`src/rtl/cpu_pkg.sv`:
```
// Shared types and constants for the 8-bit CPU.
// Opcode and sequencer state encodings.
package cpu_pkg;

  localparam int ADDR_W = 5;
  localparam int DATA_W = 8;

  typedef enum logic [2:0] {
    HLT = 3'd0,
    SKZ = 3'd1,
    ADD = 3'd2,
    AND = 3'd3,
    XOR = 3'd4,
    LDA = 3'd5,
    STO = 3'd6,
    JMP = 3'd7
  } opcode_e;

  typedef enum logic [3:0] {
    INIT     = 4'd0,
    SETTLE_F = 4'd1,
    FETCH    = 4'd2,
    DECODE   = 4'd3,
    SETTLE_D = 4'd4,
    OPER_RD  = 4'd5,
    OPER_WR  = 4'd6,
    JUMP     = 4'd7,
    SKIP     = 4'd8,
    HALT     = 4'd9
  } seq_state_e;

endpackage

```
`src/rtl/mem_wait_timer.sv`:
```
// Memory wait counter with timeout compare.
// Counts wait cycles of one request; clears between requests.
module mem_wait_timer #(
  parameter int MEM_TIMEOUT = 15
) (
  input  logic clk,
  input  logic rst,
  input  logic waiting,
  input  logic ack,
  output logic timeout
);

  localparam logic [7:0] LAST = 8'(MEM_TIMEOUT - 1);

  logic [7:0] cnt_q;
  logic [7:0] cnt_d;

  // Count cycles spent waiting without ack; any other cycle clears.
  always_comb begin
    cnt_d = 8'd0;
    if (waiting && !ack) begin
      cnt_d = cnt_q + 8'd1;
    end
  end

  // Counter register.
  always_ff @(posedge clk) begin
    if (!rst) begin
      cnt_q <= 8'd0;
    end else begin
      cnt_q <= cnt_d;
    end
  end

  // Last allowed wait cycle passed with no ack.
  assign timeout = waiting && !ack && (cnt_q == LAST);

endmodule

```
`src/rtl/cpu_control_seq.sv`:
```
// Instruction sequencer for the 8-bit CPU.
// Fetch/decode/execute FSM driving PC and memory handshake.
module cpu_control_seq #(
  parameter int ADDR_W      = cpu_pkg::ADDR_W,
  parameter int DATA_W      = cpu_pkg::DATA_W,
  parameter int MEM_TIMEOUT = 15
) (
  input  logic              clk,
  input  logic              rst,
  input  logic [ADDR_W-1:0] pc_addout,
  input  logic [DATA_W-1:0] mem_rdata,
  input  logic              mem_ack,
  input  logic              acc_zero,
  output logic              load_pc,
  output logic              inc_pc,
  output logic [ADDR_W-1:0] pc_addin,
  output logic [ADDR_W-1:0] mem_addr,
  output logic              mem_rd,
  output logic              mem_wr,
  output logic              load_acc,
  output logic [2:0]        alu_op,
  output logic              halted,
  output logic              mem_err
);

  import cpu_pkg::*;

  seq_state_e        state_q;
  seq_state_e        state_d;
  logic [DATA_W-1:0] ir_q;
  logic [DATA_W-1:0] ir_d;
  logic              mem_err_q;
  logic              mem_err_d;
  logic              waiting;
  logic              timeout;
  opcode_e           opc;
  logic [ADDR_W-1:0] ir_addr;

  assign opc     = opcode_e'(ir_q[DATA_W-1 -: 3]);
  assign ir_addr = ir_q[ADDR_W-1:0];
  assign waiting = (state_q == FETCH) ||
                   (state_q == OPER_RD) ||
                   (state_q == OPER_WR);

  mem_wait_timer #(
    .MEM_TIMEOUT(MEM_TIMEOUT)
  ) u_timer (
    .clk    (clk),
    .rst    (rst),
    .waiting(waiting),
    .ack    (mem_ack),
    .timeout(timeout)
  );

  // Next state, IR capture and sticky timeout flag.
  always_comb begin
    state_d   = state_q;
    ir_d      = ir_q;
    mem_err_d = mem_err_q;
    unique case (state_q)
      INIT:     state_d = SETTLE_F;
      SETTLE_F: state_d = FETCH;
      FETCH: begin
        if (mem_ack) begin
          ir_d    = mem_rdata;
          state_d = DECODE;
        end else if (timeout) begin
          state_d   = HALT;
          mem_err_d = 1'b1;
        end
      end
      DECODE:   state_d = SETTLE_D;
      SETTLE_D: begin
        unique case (opc)
          HLT: state_d = HALT;
          SKZ: state_d = acc_zero ? SKIP : FETCH;
          ADD, AND, XOR, LDA: state_d = OPER_RD;
          STO: state_d = OPER_WR;
          JMP: state_d = JUMP;
          default: state_d = HALT;
        endcase
      end
      OPER_RD, OPER_WR: begin
        if (mem_ack) begin
          state_d = FETCH;
        end else if (timeout) begin
          state_d   = HALT;
          mem_err_d = 1'b1;
        end
      end
      JUMP:    state_d = SETTLE_F;
      SKIP:    state_d = SETTLE_F;
      HALT:    state_d = HALT;
      default: state_d = INIT;
    endcase
  end

  // State, IR and error flag registers.
  always_ff @(posedge clk) begin
    if (!rst) begin
      state_q   <= INIT;
      ir_q      <= '0;
      mem_err_q <= 1'b0;
    end else begin
      state_q   <= state_d;
      ir_q      <= ir_d;
      mem_err_q <= mem_err_d;
    end
  end

  // Output decode from state and IR.
  always_comb begin
    load_pc  = 1'b0;
    inc_pc   = 1'b0;
    pc_addin = '0;
    mem_addr = '0;
    mem_rd   = 1'b0;
    mem_wr   = 1'b0;
    load_acc = 1'b0;
    alu_op   = 3'd0;
    halted   = 1'b0;
    unique case (state_q)
      INIT: load_pc = 1'b1;
      FETCH: begin
        mem_rd   = 1'b1;
        mem_addr = pc_addout;
      end
      DECODE: inc_pc = 1'b1;
      OPER_RD: begin
        mem_rd   = 1'b1;
        mem_addr = ir_addr;
        load_acc = mem_ack;
        alu_op   = mem_ack ? ir_q[DATA_W-1 -: 3] : 3'd0;
      end
      OPER_WR: begin
        mem_wr   = 1'b1;
        mem_addr = ir_addr;
      end
      JUMP: begin
        load_pc  = 1'b1;
        pc_addin = ir_addr;
      end
      SKIP: inc_pc = 1'b1;
      HALT: halted = 1'b1;
      default: ;
    endcase
  end

  assign mem_err = mem_err_q;

endmodule

```
`config.mk`:
```
export PLATFORM = sky130hd
export DESIGN_NAME = cpu_control_seq
export DESIGN_NICKNAME = d
export VERILOG_FILES = /design/src/rtl/cpu_pkg.sv /design/src/rtl/mem_wait_timer.sv /design/src/rtl/cpu_control_seq.sv
export SDC_FILE = /design/constraint.sdc
export NUM_CORES = 1
export LEC_CHECK = 0
export CORE_MARGIN = 5
export CORE_UTILIZATION = 30
export CTS_CLUSTER_DIAMETER = 200
export CTS_CLUSTER_SIZE = 14
export DETAILED_ROUTE_END_ITERATION = 6
export GPL_TIMING_DRIVEN = 0
export PLACE_DENSITY = 0.52
export SLEW_MARGIN = 25
export SYNTH_ARGS = -nofsm -noshare
export SYNTH_HDL_FRONTEND = slang
export SYNTH_SLANG_ARGS = --single-unit
```
`constraint.sdc`:
```
create_clock -name clk -period 1.9 [get_ports clk]
set_clock_uncertainty 0.15 [all_clocks]
set_input_delay 0.19 -clock clk [delete_from_list [all_inputs] [get_ports clk]]
set_output_delay 0.19 -clock clk [all_outputs]
set_load 0.03 [all_outputs]
```
# [Yosys cells after proc, flatten, opt, wreduce, memory -nomap -nowiden]
# Index checks and enable logic that the tools add are counted.
[classes] addsub=1 eq_ne=17 mux=16 bitwise=1 n_reduce_logical=17
[ops] cell="$pmux W4 S7" n=1
[ops] cell="$pmux W4 S5" n=1
[ops] cell="$eq A4 B3 Y1 const B" n=4
[ops] cell="$mux W4" n=4
[ops] cell="$eq A3 B3 Y1 const B" n=4
[ops] cell="$pmux W5 S2" n=1
[ops] cell="$add A8 B1 Y8 const B" n=1
[ops] cell="$eq A4 B2 Y1 const B" n=2
[ops] cell="$eq A4 B4 Y1 const B" n=2
[ops] cell="$eq A8 B4 Y1 const B" n=1
[ops] cell="$reduce_or A2 Y1" n=4
[ops] cell="$eq A3 B2 Y1 const B" n=2
[ops] cell="$mux W1" n=6
[ops] cell="$mux W3" n=2
[ops] cell="$reduce_or A3 Y1" n=2
[ops] cell="$mux W5" n=1
[ops] cell="$eq A4 B1 Y1 const B" n=1
[ops] cell="$logic_not A4 Y1" n=1
[ops] cell="$reduce_and A2 Y1" n=2
[ops] cell="$reduce_or A4 Y1" n=1
[ops] cell="$eq A3 B1 Y1 const B" n=1
[ops] cell="$logic_not A3 Y1" n=1
[ops] cell="$reduce_and A3 Y1" n=1
[ops] cell="$logic_and A1 B1 Y1" n=2
[ops] cell="3 further kinds" n=4
[totals] register_bits=21 inputBits=17 out_inout_bits=20 elab_cells=56

# [Depth between registers and ports, before layout]
# Gate-level depths: netlist (run 1).
[logic_depth] depth_word=8 depth_mapped=7 ltp_nobuf=7

# [Hierarchy]
# A second synthesis (run 1) with hierarchy kept.
[hier_totals] cells_unflattened=164 area_unflattened_um2=1348.8
[by_module_without_submodules] mod="cpu_control_seq" n_inst=1 cells_each=125 area_per_inst_um2=977.2 seq_area_each_um2=260.2
[by_module_without_submodules] mod="mem_wait_timer" n_inst=1 cells_each=39 area_per_inst_um2=371.6 seq_area_each_um2=160.2

# [Worst setup path after synthesis (run 1)]
# Ideal clock, no wire load.
[synth_timing] path_type="register to output" startpoint="register state_q[0]" endpoint="output port alu_op[0]" arrival_ns=1.803 t_required_ns=1.560 path_slack_ns=-0.243 stages_incl_launch_ff=5 n_path_buf=1 path_cell_list="dfxtp_1 -> clkbuf_1 -> nand2_1 -> nor3_1 -> and2_1"
[synth_between] elab_chain_cells=2
[synth_lines] element="start, declared" line_no="cpu_control_seq.sv:28" rtl="seq_state_e state_q;"
[synth_lines] element="start signal, assigned" line_no="cpu_control_seq.sv:105" rtl="state_q <= state_d;"
[synth_lines] element="$eq A4 B3 Y1" line_no="cpu_control_seq.sv:122" rtl="unique case (state_q)"
[synth_lines] element="$mux W3" line_no="cpu_control_seq.sv:122"
[synth_lines] element="end, declared" line_no="cpu_control_seq.sv:21" rtl="output logic [2:0] alu_op,"
# Every way passes these cells.

# [Worst setup path in the final report (run 1)]
[layout_timing] startpoint="register state_q[1]" endpoint="output port mem_addr[2]"
[layout_between] elab_chain_cells=3 word_cells_on_any_way=5 classes_between="eq/ne (3); mux (1); reduce/logical (1)"
[layout_lines] element="$eq A4 B3 Y1" line_no="cpu_control_seq.sv:122"
[layout_lines] element="$reduce_or A2 Y1 (no source line)"
[layout_lines] element="$pmux W5 S2 *" line_no="cpu_control_seq.sv:122"
[layout_lines] element="end, declared" line_no="cpu_control_seq.sv:17" rtl="output logic [ADDR_W-1:0] mem_addr,"
# Mark *: on every way between the ends. The rest lies on a longest branch, timed or not.

==> run_results.csv, run 1 <==
group,metric,value,unit
timing,timing.final.max_slew_violations,0,
finish,area_growth_syn_to_layout,37.67,%
finish,utilization,42.38,%
clocking,cts-buffers-inserted,3,
route,vias,1162,
synth,netlist_instances,152,
timing,max_freq,543.9,MHz
critical_path,cp.arrival,1.50,ns
synth,async_flop_share,0,%
timing,final_period_minus_worst_setup_slack,1.839,ns
global_routing,largest_net_degree_at_the_start_of_global_routing,13,
floorplanning,floorplan_row_count,23,
floorplanning,floorplan.io_pins,37,
worst_hold_path,hold_path.class,"flop to flop",
synth,synth.avg_cell_area,8.042,sq um
finish,layout-drive-gt1-share,21.35,%
route,first_iter_violations,54,
placement,detailedPlacementHpwl,2486,um
pwr,fin_total_pwr,1.001,mW
clocking,clockBufferDepth,2,
timing,max_slew_margin,73.72,%
global_routing,antenna_found_initial,0,
synth,synth.top_cells.by_count,"sky130_fd_sc_hd__nor2_1 (23), sky130_fd_sc_hd__dfxtp_1 (21), sky130_fd_sc_hd__nor2b_1 (12)",
placement,i_o_buffers,36,
floorplanning,dieHeight,73.84,um
synth,edff_count_synth,0,
route,ant_nets,0,
timing,timing.setup.tns,0,ns
synth,ys.flop_type,"sky130_fd_sc_hd__dfxtp_1",
clocking,cts.sinks,21,
synth,synth_seq_cells,21,
global_routing,grt.overflow.total,0,
timing,setup_viol,0,
clocking,clock_latency_of_the_later_clocked_register_in_the_worst_skew_pair,0.26,ns
placement,preCtsSetupSlack,-0.5125,ns
pwr,p_leak,0.7101,nW
route,detail_route.wirelength,3134,um
placement,gp_routability_congestion,0.8328,
clocking,path_clk_slew,0.08,ns
synth,synthDominantAreaCellType,"sky130_fd_sc_hd__dfxtp_1",
timing,rsz0062_at_grt,"true",
route,route.detailed.wl_per_inst,12.95,um
synth,ys_warn_count,0,
global_routing,grt_first_pass_wirelength,5223,um
synth,post-synth-top-count-cell,"sky130_fd_sc_hd__nor2_1",
critical_path,maximum_fanout_along_the_worst_path,7,
global_routing,globalRouteTotalUtil,12.17,%
route,drt_pre_antenna_iters,4,
critical_path,worst_setup_path_start_kind,"flop",
synth,yosys.area.top_type_share,34.39,%
clocking,root_buffer,"sky130_fd_sc_hd__clkbuf_8",
critical_path,setup.worst_path.class,"flop to output port",
clocking,ctsHtreeMaxLevel,1,
floorplanning,floorplan.core_area,0.003971,sq mm
floorplanning,floorplan.die_area,0.005452,sq mm
synth,ys_top_cells_by_area,"sky130_fd_sc_hd__dfxtp_1 (34%), sky130_fd_sc_hd__nor2_1 (7.1%), sky130_fd_sc_hd__mux2i_1 (6.6%), sky130_fd_sc_hd__nor2b_1 (6.1%), sky130_fd_sc_hd__ha_1 (4.1%)",
placement,placed_cell_area,0.001650,sq mm
clocking,cts_tree,"built",
outcome,run_status,"finished, final reports clean",
route,route.detailed.drc,0,
synth,post_synth_instance_area,0.001222,sq mm
critical_path,count_of_cells_along_the_worst_register_to_register_path,5,
timing,timing.final.ws_setup,0.06131,ns
timing,finalCritPeriodShare,96.77,%
critical_path,cp_data_required_time,1.56,ns
synth,syn-num-nets,173,
floorplanning,die_w,73.84,um
pwr,vdd.ir_drop.worst,0.2146,mV
timing,hold_viol,0,
pwr,p_per_area,594.9,mW/mm^2
global_routing,via_count_of_the_first_global_routing_pass,1172,
critical_path,regToRegSetupSlack,0.30,ns
flow_run,timing.max_cap.violations,0,
timing,worst-slew-pin-transition,0.3942,ns
worst_hold_path,timing.hold.worst_path_depth,1,
synth,ys_types,36,
finish,finish.net_count,214,
finish,post-route-cell-area,0.001683,sq mm
synth,synth_sequential_area_ratio,34.39,%
finish,antenna_cells,0,
critical_path,critPathCaptureType,"output port",
floorplanning,starting_utilization_of_the_core_area,30.78,%
route,viasPerCell,4.802,
where the power goes:
group,switching [mW],internal [mW],leakage [nW]
clock network,0.150,0.146,0.0255
registers,0.0192,0.455,0.171
logic,0.127,0.104,0.513
layout by cell type (no fill, tap or decap), drive strengths merged, types with 2 or more instances in the layout:
cell           Yosys  final
nor2              24     24
dfxtp             21     21
buf                3     18
clkdlybuf4s50      0     17
nor2b             13     13
a21oi              8      8
mux2i              8      8
nand2              8      8
clkbuf             4      8
and2               7      7
inv                5      5
a22oi              5      5
o21ai              5      5
xor2               4      4
ha                 4      4
nor3               4      4
nand2b             4      4
nand3              3      3
nand3b             3      3
a211oi             3      3
nor4               2      2
xnor2              2      2
a31oi              2      2
nand4              2      2
critical path, stage by stage, from the launching register on:
cell                       delay (ns)
sky130_fd_sc_hd__dfxtp_4         0.38
sky130_fd_sc_hd__nand2b_1        0.19
sky130_fd_sc_hd__a21boi_4        0.24
sky130_fd_sc_hd__a22oi_1         0.12
sky130_fd_sc_hd__nor2_1          0.11
sky130_fd_sc_hd__buf_2           0.21
repair_timing:
item / CTS / global route
buffers inserted: 0 / 0
gates resized for setup: 100 / 19
hold buffers: 0 / 0
gates cloned: 0 / 0
endpoints found under the setup margin: 19 / 18
pin swaps: 2 / 1
final cells by class:
cell class	count	area [sq um]
Fill cell	413	2288
Inverter	5	18.77
Sequential cell	21	425.4
Multi-Input combinational cell	119	795.8
Clock buffer	3	41.29
Buffer	7	41.29
Timing Repair Buffer	36	292.8
Tap cell	50	62.56
Clock inverter	1	5.005
worst paths after layout:
| kind | from | end |
|---|---|---|
| worst max-delay path | state_q[1] | mem_addr[2] |
| worst min-delay path | u_timer.cnt_q[0] | u_timer.cnt_q[0] |
| worst max register to register | state_q[0] | u_timer.cnt_q[5] |
| worst min register to register | u_timer.cnt_q[0] | u_timer.cnt_q[0] |
per-stage QoR:
step	hold WS, ns	cells
after floorplan	0.2016	152
after global placement	0.3132	238
after detailed placement	0.3206	238
after CTS	0.3409	242
after global routing	0.3736	242
final	0.3343	242
flip-flops by register name, indices dropped and copies added, names as in the netlist:
signal,flops
mem_err,1
ir_q,8
u_timer.cnt_q,8
state_q,4
metal layers:
layer | track usage, % | vias up | wire length [um]
met2 | 20.37 | 28 | 1465
li1 | - | 604 | -
met5 | 0 | - | 0
met4 | 3.018 | 0 | 13
met1 | 15.32 | 528 | 1427
met3 | 3.420 | 2 | 227
logic make-up (layout without fill, tap and decap cells):
group	after synthesis	after routing	share of synthesized area (%)
flip-flops	21	21	34.39
AO/OA/AOI/OAI	27	27	14.13
multiplexers	8	8	6.551
buffers and inverters	12	52	3.889
adder cells (fa/ha/maj)	4	4	4.094
AND/OR/NAND/NOR	74	74	32.65
XOR/XNOR	6	6	4.299
Power figures use the tool's default switching activity.
==> inputs of run 2 (changes only) <==
--- a/config.mk
+++ b/config.mk
@@ -5,7 +5,7 @@
 export SDC_FILE = /design/constraint.sdc
 export NUM_CORES = 1
 export LEC_CHECK = 0
-export CORE_MARGIN = 5
+export CORE_MARGIN = 2
 export CORE_UTILIZATION = 30
 export CTS_CLUSTER_DIAMETER = 200
 export CTS_CLUSTER_SIZE = 14
==> run_results.csv, run 2 (same netlist as run 1, synthesis figures left out) <==
group,metric,value,unit
floorplanning,floorplan.die_area,0.004602,sq mm
timing,final_period_minus_worst_setup_slack,1.870,ns
pwr,p_leak,0.7375,nW
global_routing,globalRouteTotalUtil,14.55,%
critical_path,worstPathCellList,"nand2b_4 -> a21boi_4 -> buf_6 -> a22oi_1 -> nor2_1 -> buf_4",
timing,setup_viol,0,
critical_path,cp_data_required_time,1.56,ns
global_routing,antenna_found_initial,0,
timing,worst-slew-pin-transition,0.4117,ns
worst_hold_path,hold_path.class,"flop to flop",
timing,timing.hold.ws,0.3396,ns
floorplanning,die_w,67.84,um
placement,detailedPlacementHpwl,2297,um
finish,layout.cells.most_common,"sky130_fd_sc_hd__nor2_1",
critical_path,cp_slowest_stage_delay,0.37,ns
timing,timing.final.max_slew_violations,0,
finish,instances_no_fill,246,
critical_path,cpMaxStageDelayCell,"sky130_fd_sc_hd__dfxtp_4",
clocking,clockBufferDepth,2,
timing,finalCritPeriodShare,98.43,%
finish,post-route-cell-area,0.001747,sq mm
floorplanning,starting_utilization_of_the_core_area,30.78,%
finish,finish.net_count,218,
clocking,cts-buffers-inserted,3,
flow_run,timing.max_cap.violations,0,
finish,utilization,43.98,%
critical_path,cp.arrival,1.53,ns
finish,antenna_cells,0,
finish,layout-drive-gt1-share,25.00,%
route,detail_route.wirelength,3090,um
route,viasPerCell,4.793,
clocking,clock_latency_of_the_later_clocked_register_in_the_worst_skew_pair,0.25,ns
route,first_iter_violations,48,
global_routing,grt.overflow.total,0,
critical_path,setup.worst_path.class,"flop to output port",
pwr,vdd.ir_drop.worst,0.2507,mV
critical_path,count_of_cells_along_the_worst_register_to_register_path,5,
route,route.detailed.wl_per_inst,12.56,um
floorplanning,dieHeight,67.84,um
global_routing,grt_first_pass_wirelength,5099,um
global_routing,via_count_of_the_first_global_routing_pass,1099,
clocking,root_buffer,"sky130_fd_sc_hd__clkbuf_8",
placement,placed_cell_area,0.001650,sq mm
timing,hold_viol,0,
finish,layout_top_registers,"ir_q (8), u_timer.cnt_q (8), state_q (4)",
route,route.detailed.drc,0,
floorplanning,floorplan.io_pins,37,
floorplanning,floorplan_row_count,23,
pwr,fin_total_pwr,1.005,mW
worst_hold_path,timing.hold.worst_path_depth,1,
critical_path,timing.critical_path.max_delay_family,"flip-flops",
pwr,p_per_area,575.1,mW/mm^2
route,drt_pre_antenna_iters,4,
critical_path,worst_setup_path_start_kind,"flop",
clocking,cts_tree,"built",
finish,area_growth_syn_to_layout,42.89,%
critical_path,worst-path-buf-inv,2,
global_routing,largest_net_degree_at_the_start_of_global_routing,13,
timing,rsz0062_at_grt,"true",
placement,i_o_buffers,36,
clocking,cts.sinks,21,
finish,mostFrequentLayoutCells,"sky130_fd_sc_hd__nor2_1 (21), sky130_fd_sc_hd__clkdlybuf4s50_1 (17), sky130_fd_sc_hd__dfxtp_1 (17)",
placement,gp_routability_congestion,0.8121,
route,ant_nets,0,
clocking,path_clk_slew,0.08,ns
timing,max_slew_margin,72.55,%
route,vias,1179,
clocking,ctsHtreeMaxLevel,1,
timing,max_freq,534.7,MHz
floorplanning,floorplan.core_area,0.003971,sq mm
critical_path,maximum_fanout_along_the_worst_path,4,
outcome,run_status,"finished, final reports clean",
clocking,postCtsHoldBufs,0,
critical_path,depth_of_the_critical_timing_path_with_buffers_and_inverters_included,6,
critical_path,critPathCaptureType,"output port",
placement,place.detailed.instances,238,
-- run 2: changes by cell type in the layout (fill, tap and decap cells not counted), moves of 2 or more --
cell	before	now
sky130_fd_sc_hd__dfxtp_1	19	17
sky130_fd_sc_hd__clkbuf_4	3	1
sky130_fd_sc_hd__buf_4	5	10
sky130_fd_sc_hd__buf_6	0	2
sky130_fd_sc_hd__buf_2	13	11
-- run 2: per-stage QoR --
stage | TNS, ns | setup WS (ns)
3_5_place_dp | -6.614 | -0.5251
6_report | 0 | 0.02989
5_1_grt | -0.09816 | -0.04002
2_1_floorplan | -0.1405 | -0.07024
3_3_place_gp | -6.595 | -0.5223
4_1_cts | -0.004439 | -0.002324
-- run 2: path summary, 6_finish.rpt --
check	start	to	slack [ns]
max	state_q[0]	mem_addr[4]	0.03
min	u_timer.cnt_q[0]	u_timer.cnt_q[0]	0.34
max reg2reg	state_q[0]	u_timer.cnt_q[4]	0.25
min reg2reg	u_timer.cnt_q[0]	u_timer.cnt_q[0]	0.34
-- run 2: what timing repair did --
action,4_1_cts,5_1_grt
hold endpoints to repair,0,0
setup buffers,4,1
resized for setup,102,21
pin swaps,2,4
gates cloned,0,0
endpoints found under the setup margin,19,15
-- run 2: power breakdown --
part | internal, mW | switching (mW)
clock network | 0.146 | 0.140
registers | 0.456 | 0.0228
logic | 0.112 | 0.128
total | 0.714 | 0.290
-- run 2: layout make-up --
cell class / count / area (sq um)
Buffer: 6 / 33.78
Timing Repair Buffer: 41 / 346.6
Sequential cell: 21 / 430.4
Clock inverter: 1 / 5.005
Multi-Input combinational cell: 119 / 808.3
Fill cell: 400 / 2225
Clock buffer: 3 / 41.29
Tap cell: 50 / 62.56
Inverter: 5 / 18.77
-- run 2: per-layer routing --
layer	part of all wire (%)	global-route usage (%)	vias up
met5	0	0	-
met4	0.81	4.500	0
met3	5.3	2.467	2
met2	46	23.16	31
met1	48	20.06	536
li1	-	-	610
